<file path="src/rtl/key_beep_pkg.sv">
// -----------------------------------------------------------------------------
// key_beep_pkg
//   Shared definitions for the push-button beeper:
//   - key polarity constants (the board key is active-low)
//   - default cycle counts for a 50 MHz system clock
//   - counter width helper for the optional tone generator
//   No ports; imported by key_debounce and key_beep_ctrl.
// -----------------------------------------------------------------------------
package key_beep_pkg;

    localparam logic KEY_PRESSED  = 1'b0;
    localparam logic KEY_RELEASED = 1'b1;

    // 20 ms of stable key level at 50 MHz.
    localparam int DEFAULT_DEBOUNCE_CYCLES  = 1_000_000;
    // 1 kHz tone at 50 MHz (half-period in cycles).
    localparam int DEFAULT_BEEP_HALF_PERIOD = 25_000;

    // Width of a down-counter holding 0 .. n-1; at least one bit so that a
    // half-period of 1 still yields a legal vector.
    function automatic int tone_cnt_width(input int n);
        return (n < 2) ? 1 : $clog2(n);
    endfunction

endpackage

</file>
<file path="src/rtl/key_debounce.sv">
// -----------------------------------------------------------------------------
// key_debounce
//   Two-flop synchroniser followed by a stability counter for one active-low
//   mechanical key. A new key level is accepted only once the synchronised
//   input has differed from the accepted level for DEBOUNCE_CYCLES
//   consecutive edges; any return to the old level restarts the count.
//
// Ports
//   sys_clk      in   system clock, rising edge
//   sys_rst      in   synchronous active-high reset
//   key_in       in   raw asynchronous key, 0 = pressed
//   key_state    out  accepted (debounced) key level, 1 = released
//   press_pulse  out  high for the one cycle whose closing edge moves
//                     key_state from released to pressed
// -----------------------------------------------------------------------------
module key_debounce
    import key_beep_pkg::*;
#(
    parameter int DEBOUNCE_CYCLES = DEFAULT_DEBOUNCE_CYCLES
) (
    input  logic sys_clk,
    input  logic sys_rst,
    input  logic key_in,
    output logic key_state,
    output logic press_pulse
);

    localparam int             CNT_W   = $clog2(DEBOUNCE_CYCLES);
    localparam logic [CNT_W-1:0] CNT_MAX = CNT_W'(DEBOUNCE_CYCLES - 1);

    logic             s1;
    logic             s2;
    logic [CNT_W-1:0] cnt;
    logic             accept;

    // The count has run its full length and the input still disagrees with
    // the accepted level: the next edge takes the new level.
    assign accept = (s2 != key_state) && (cnt == CNT_MAX);

    // Combinational so that the consumer acts on the same edge that updates
    // key_state; s2 and key_state are both flops, so there is still no path
    // from the raw pin.
    assign press_pulse = accept && (s2 == KEY_PRESSED);

    // NOTE: every flop here is updated with <= so all right-hand sides read
    // the pre-edge values; with = the s1 -> s2 chain would collapse into one
    // stage and the counter would compare against an already-updated state.
    always_ff @(posedge sys_clk) begin
        if (sys_rst) begin
            s1        <= KEY_RELEASED;
            s2        <= KEY_RELEASED;
            key_state <= KEY_RELEASED;
            cnt       <= '0;
        end else begin
            s1 <= key_in;
            s2 <= s1;
            if (s2 == key_state) begin
                cnt <= '0;
            end else if (accept) begin
                key_state <= s2;
                cnt       <= '0;
            end else begin
                // Cannot wrap: accept fires and clears the count at CNT_MAX.
                cnt <= cnt + 1'b1;
            end
        end
    end

endmodule

</file>
<file path="src/rtl/key_beep_ctrl.sv">
// -----------------------------------------------------------------------------
// key_beep_ctrl
//   Push-button beeper. Each debounced press of the key toggles the buzzer
//   on or off; releases are ignored and holding the key does not repeat.
//
//   Build option KEY_BEEP_PWM_EN:
//     defined   - beep is a square wave of half-period BEEP_HALF_PERIOD while
//                 the buzzer is on (passive buzzer), starting high on the
//                 edge after it is switched on
//     undefined - beep follows the on/off flop directly (active buzzer)
//
// Ports
//   sys_clk   in   system clock, rising edge
//   sys_rst   in   synchronous active-high reset
//   key       in   raw asynchronous key, 0 = pressed
//   beep      out  registered buzzer drive, 1 = sounding
// -----------------------------------------------------------------------------
module key_beep_ctrl
    import key_beep_pkg::*;
#(
    parameter int DEBOUNCE_CYCLES  = DEFAULT_DEBOUNCE_CYCLES,
    parameter int BEEP_HALF_PERIOD = DEFAULT_BEEP_HALF_PERIOD
) (
    input  logic sys_clk,
    input  logic sys_rst,
    input  logic key,
    output logic beep
);

    logic key_state;
    logic press_pulse;
    logic beep_on;

    key_debounce #(
        .DEBOUNCE_CYCLES (DEBOUNCE_CYCLES)
    ) u_debounce (
        .sys_clk     (sys_clk),
        .sys_rst     (sys_rst),
        .key_in      (key),
        .key_state   (key_state),
        .press_pulse (press_pulse)
    );

    // press_pulse only fires while the accepted level is still "released";
    // qualifying with key_state ties the toggle to a genuine 1->0 move.
    always_ff @(posedge sys_clk) begin
        if (sys_rst) begin
            beep_on <= 1'b0;
        end else if (press_pulse && (key_state == KEY_RELEASED)) begin
            beep_on <= ~beep_on;
        end
    end

`ifdef KEY_BEEP_PWM_EN
    localparam int              TONE_W   = tone_cnt_width(BEEP_HALF_PERIOD);
    localparam logic [TONE_W-1:0] TONE_MAX = TONE_W'(BEEP_HALF_PERIOD - 1);

    logic [TONE_W-1:0] tone_cnt;

    // tone_cnt counts down the remaining cycles of the current half-period;
    // reaching 0 flips beep and reloads. Holding it at 0 while off makes the
    // first edge after switch-on drive beep high.
    always_ff @(posedge sys_clk) begin
        if (sys_rst) begin
            tone_cnt <= '0;
            beep     <= 1'b0;
        end else if (!beep_on) begin
            tone_cnt <= '0;
            beep     <= 1'b0;
        end else if (tone_cnt == '0) begin
            tone_cnt <= TONE_MAX;
            beep     <= ~beep;
        end else begin
            tone_cnt <= tone_cnt - 1'b1;
        end
    end
`else
    // beep_on is a flop, so the output stays registered.
    assign beep = beep_on;
`endif

endmodule

</file>
<file path="config.mk">
export PLATFORM = sky130hd
export DESIGN_NAME = key_beep_ctrl
export DESIGN_NICKNAME = d
export VERILOG_FILES = /design/src/rtl/key_beep_pkg.sv /design/src/rtl/key_debounce.sv /design/src/rtl/key_beep_ctrl.sv
export SDC_FILE = /design/constraint.sdc
export NUM_CORES = 1
export LEC_CHECK = 0
export ABC_AREA = 0
export ABC_CLOCK_PERIOD_IN_PS = 3100
export BUFFER_PORTS_ARGS = -buffer_cell sky130_fd_sc_hd__clkbuf_2
export CAP_MARGIN = 10
export CORE_MARGIN = 2
export CORE_UTILIZATION = 50
export CTS_CLUSTER_DIAMETER = 40
export DETAILED_ROUTE_END_ITERATION = 6
export PLACE_DENSITY = 0.77
export RECOVER_POWER = 25
export SLEW_MARGIN = 20
export SYNTH_ARGS = -nofsm -noshare
export SYNTH_HDL_FRONTEND = slang
export SYNTH_SLANG_ARGS = --single-unit
</file>
<file path="constraint.sdc">
create_clock -name sys_clk -period 3.1 [get_ports sys_clk]
set_input_delay 0.155 -clock sys_clk [delete_from_list [all_inputs] [get_ports sys_clk]]
set_output_delay 0.155 -clock sys_clk [all_outputs]
set_load 0.02 [all_outputs]
</file>
==> results.py <==
metrics = {
    "worst_setup_path": {
        "cp_data_required_time_ns": 3.27,
        "start_kind": "flip-flop",
        "path_class": "reg -> reg",
        "rrSetupSlack_ns": 1.12,
        "worstPathArrival_ns": 2.15,
        "end_kind": "flip-flop",
        "crit_fanout": 19,
    },
    "pwr": {
        "vdd.ir_drop.worst_uv": 365.8,
        "p_per_area_nw_per_um2": 398.7,
        "cellLeakagePower_nw": 0.3524,
    },
    "synth": {
        "synth_area_leaders": "dfxtp_1, xor2_1, nor2_1",
        "ys_seq_area_share_pct": 45.18,
        "synth_top_area_share_pct": 45.18,
        "ys_ff_latch": 24,
        "yosys_warnings": 0,
        "yosysTopAreaCell": "dfxtp_1",
        "syn_area_per_cell_um2": 9.013,
        "syn-cell-area_um2": 1064,
        "synth_nets": 122,
        "synth.distinct_cells": 30,
        "netlist_instances": 118,
    },
    "clock_tree": {
        "post_cts_buffers": 0,
        "htree_levels": 1,
        "clock_latency_ns": 0.30,
        "ctsResizeCount": 0,
        "postCtsHoldBufs": 0,
        "cts_made_buffers": 3,
        "root_buffer": "clkbuf_4",
        "cts_buffer_depth": 2,
        "cts_tree": "done",
        "clkTransAtPathRegs_ns": 0.12,
        "clock_sinks": 24,
    },
    "drt": {
        "drtIter0Drc": 14,
        "routed_wl_mm": 1.840,
        "antenna_left": 0,
        "drc": 0,
        "detail_route.wl_per_cell_um": 12.35,
        "vias_per_cell": 5.329,
        "vias": 794,
        "drtPass1Iterations": 4,
    },
    "finish": {
        "area_growth_pct": 5.294,
        "drive_gt1_share_pct": 9.016,
        "fin_cells": 149,
        "diodes": 0,
        "finalNetCount": 128,
    },
    "place": {
        "place_congestion": 0.8246,
        "port_buffers": 3,
        "dp_cells": 146,
        "dp_hpwl_mm": 1.366,
    },
    "floorplan": {
        "ios": 4,
        "die_area_um2": 2512,
        "coreArea_um2": 1982,
        "die_w_um": 50.12,
        "initial_core_util_pct": 53.66,
        "num_rows": 16,
        "die_height_um": 50.12,
    },
    "global_routing": {
        "antenna_found_initial": 0,
        "gr-total-overflow": 0,
        "track_usage_pct": 16.99,
        "grt_max_degree": 20,
        "grt_pass1_wl_mm": 3.270,
        "grt_pass1_vias": 812,
    },
    "timing": {
        "rsz0062_at_grt": "no",
        "slew_viol_final": 0,
        "setup_viol": 0,
        "hold_viol": 0,
        "fin_crit_ns": 1.982,
        "setup_tns_ns": 0,
        "clock_skew_ns": 0.002146,
        "slew_headroom_pct": 48.58,
        "worst_pin_slew_ns": 0.7708,
        "clock.fmax_ghz": 0.5046,
        "finalCritPeriodShare_pct": 63.92,
    },
    "run": {
        "cap_violations": 0,
    },
    "hold_path": {
        "hp-class": "in -> reg",
    },
    "run_status": {
        "status": "finished, final reports clean",
    },
}
[cells in the final DEF (no fill, tap or decap), types with 2 or more instances in the layout]
master     n
dfxtp_1   24
nor2_1    17
xor2_1     9
nand2_1    7
o21ai_0    6
a21oi_1    6
nand3_1    5
nand4_1    5
inv_1      5
xnor2_1    5
or3_1      4
and2_1     3
clkbuf_4   3
and3_1     2
nor4b_1    2
and4_1     2
or2_2      2
clkbuf_1   2
[per-layer routing]
metal  share of wire (%)  up-vias  GRT usage [%]
met2                  45        5          28.51
li1                    -      422              -
met3                 2.8        2          6.364
met4                0.76        0          3.241
met1                  51      365          20.64
met5                   0        -              0
[Yosys cell counts (all sizes together)]
master and number:
buf 2, and2 3, nor3 1, or4 2
nor2 17, nand3 5, ha 1, a21oi 6
o311ai 1, or2 2, nor4b 2, nand4b 1
o21bai 1, xor2 9, and4 2, inv 5
and3 2, or4b 2, dfxtp 24, nand4 6
or3 4, nand2 7, o21ai 6, o31ai 1
xnor2 5, nor4bb 1
[area by class of cell]
| cell class | instances | area, um2 |
|---|---|---|
| timing repair buffer | 3 | 12.51 |
| multi-input combinational | 87 | 551.8 |
| fill | 181 | 862.1 |
| inverter | 5 | 18.77 |
| sequential | 24 | 480.5 |
| tap | 27 | 33.78 |
| clock buffer | 3 | 22.52 |
[flip-flops by register name, summed over array words and instances (netlist names)]
signal and flops:
u_debounce.s1 1, u_debounce.cnt 20, u_debounce.key_state 1, beep 1, u_debounce.s2 1
[cell families (layout without fill, tap and decap cells)]
logic type,count (synthesis),after routing,synth area share [%]
AOI/OAI and AO/OA,15,15,8.236
xor gates and xnor gates,14,14,11.53
adders and majority gates,1,1,1.176
buffers and inverters,7,11,2.941
DFF,24,24,45.18
and+or+nand+nor,57,57,30.94
[through the flow]
step           instance area, um2   power, W  hold WS, ns  util, %  setup slack (ns)
2_1_floorplan                1064  0.0003219       0.2241        -             1.352
3_3_place_gp                 1100  0.0003241       0.3387    55.49             1.239
3_5_place_dp                 1100  0.0003245       0.3418    55.49             1.131
4_1_cts                      1122  0.0004519      0.01300    56.63             1.112
5_1_grt                      1120  0.0004672      0.02343    56.50            0.9138
6_report                     1120  0.0004465      0.02044    56.50             1.118
[path summary, 6_finish.rpt]
| kind | from | depth (start not counted) | endpoint |
|---|---|---|---|
| worst max-delay path | u_debounce.cnt[0] | 5 | u_debounce.cnt[3] |
| worst min-delay path | key | 2 | u_debounce.s1 |
| worst max register to register | u_debounce.cnt[0] | 5 | u_debounce.cnt[3] |
| worst min register to register | u_debounce.s1 | 1 | u_debounce.s2 |
[where the power goes]
group          switching [W]  leakage [nW]  internal, W   total [W]
clock              0.0000837        0.0138    0.0000454    0.000129
combinational     0.00000418         0.145   0.00000257  0.00000675
sequential       0.000000815         0.194     0.000310    0.000311
[critical path: stages, from the launching register on]
cell and delay [ns]:
dfxtp_1 0.39, ha_1 0.21, and3_1 0.23, nand3_1 0.21, o21bai_2 0.69, nor2_1 0.12
No activity file was read; power rests on OpenSTA's default activity.
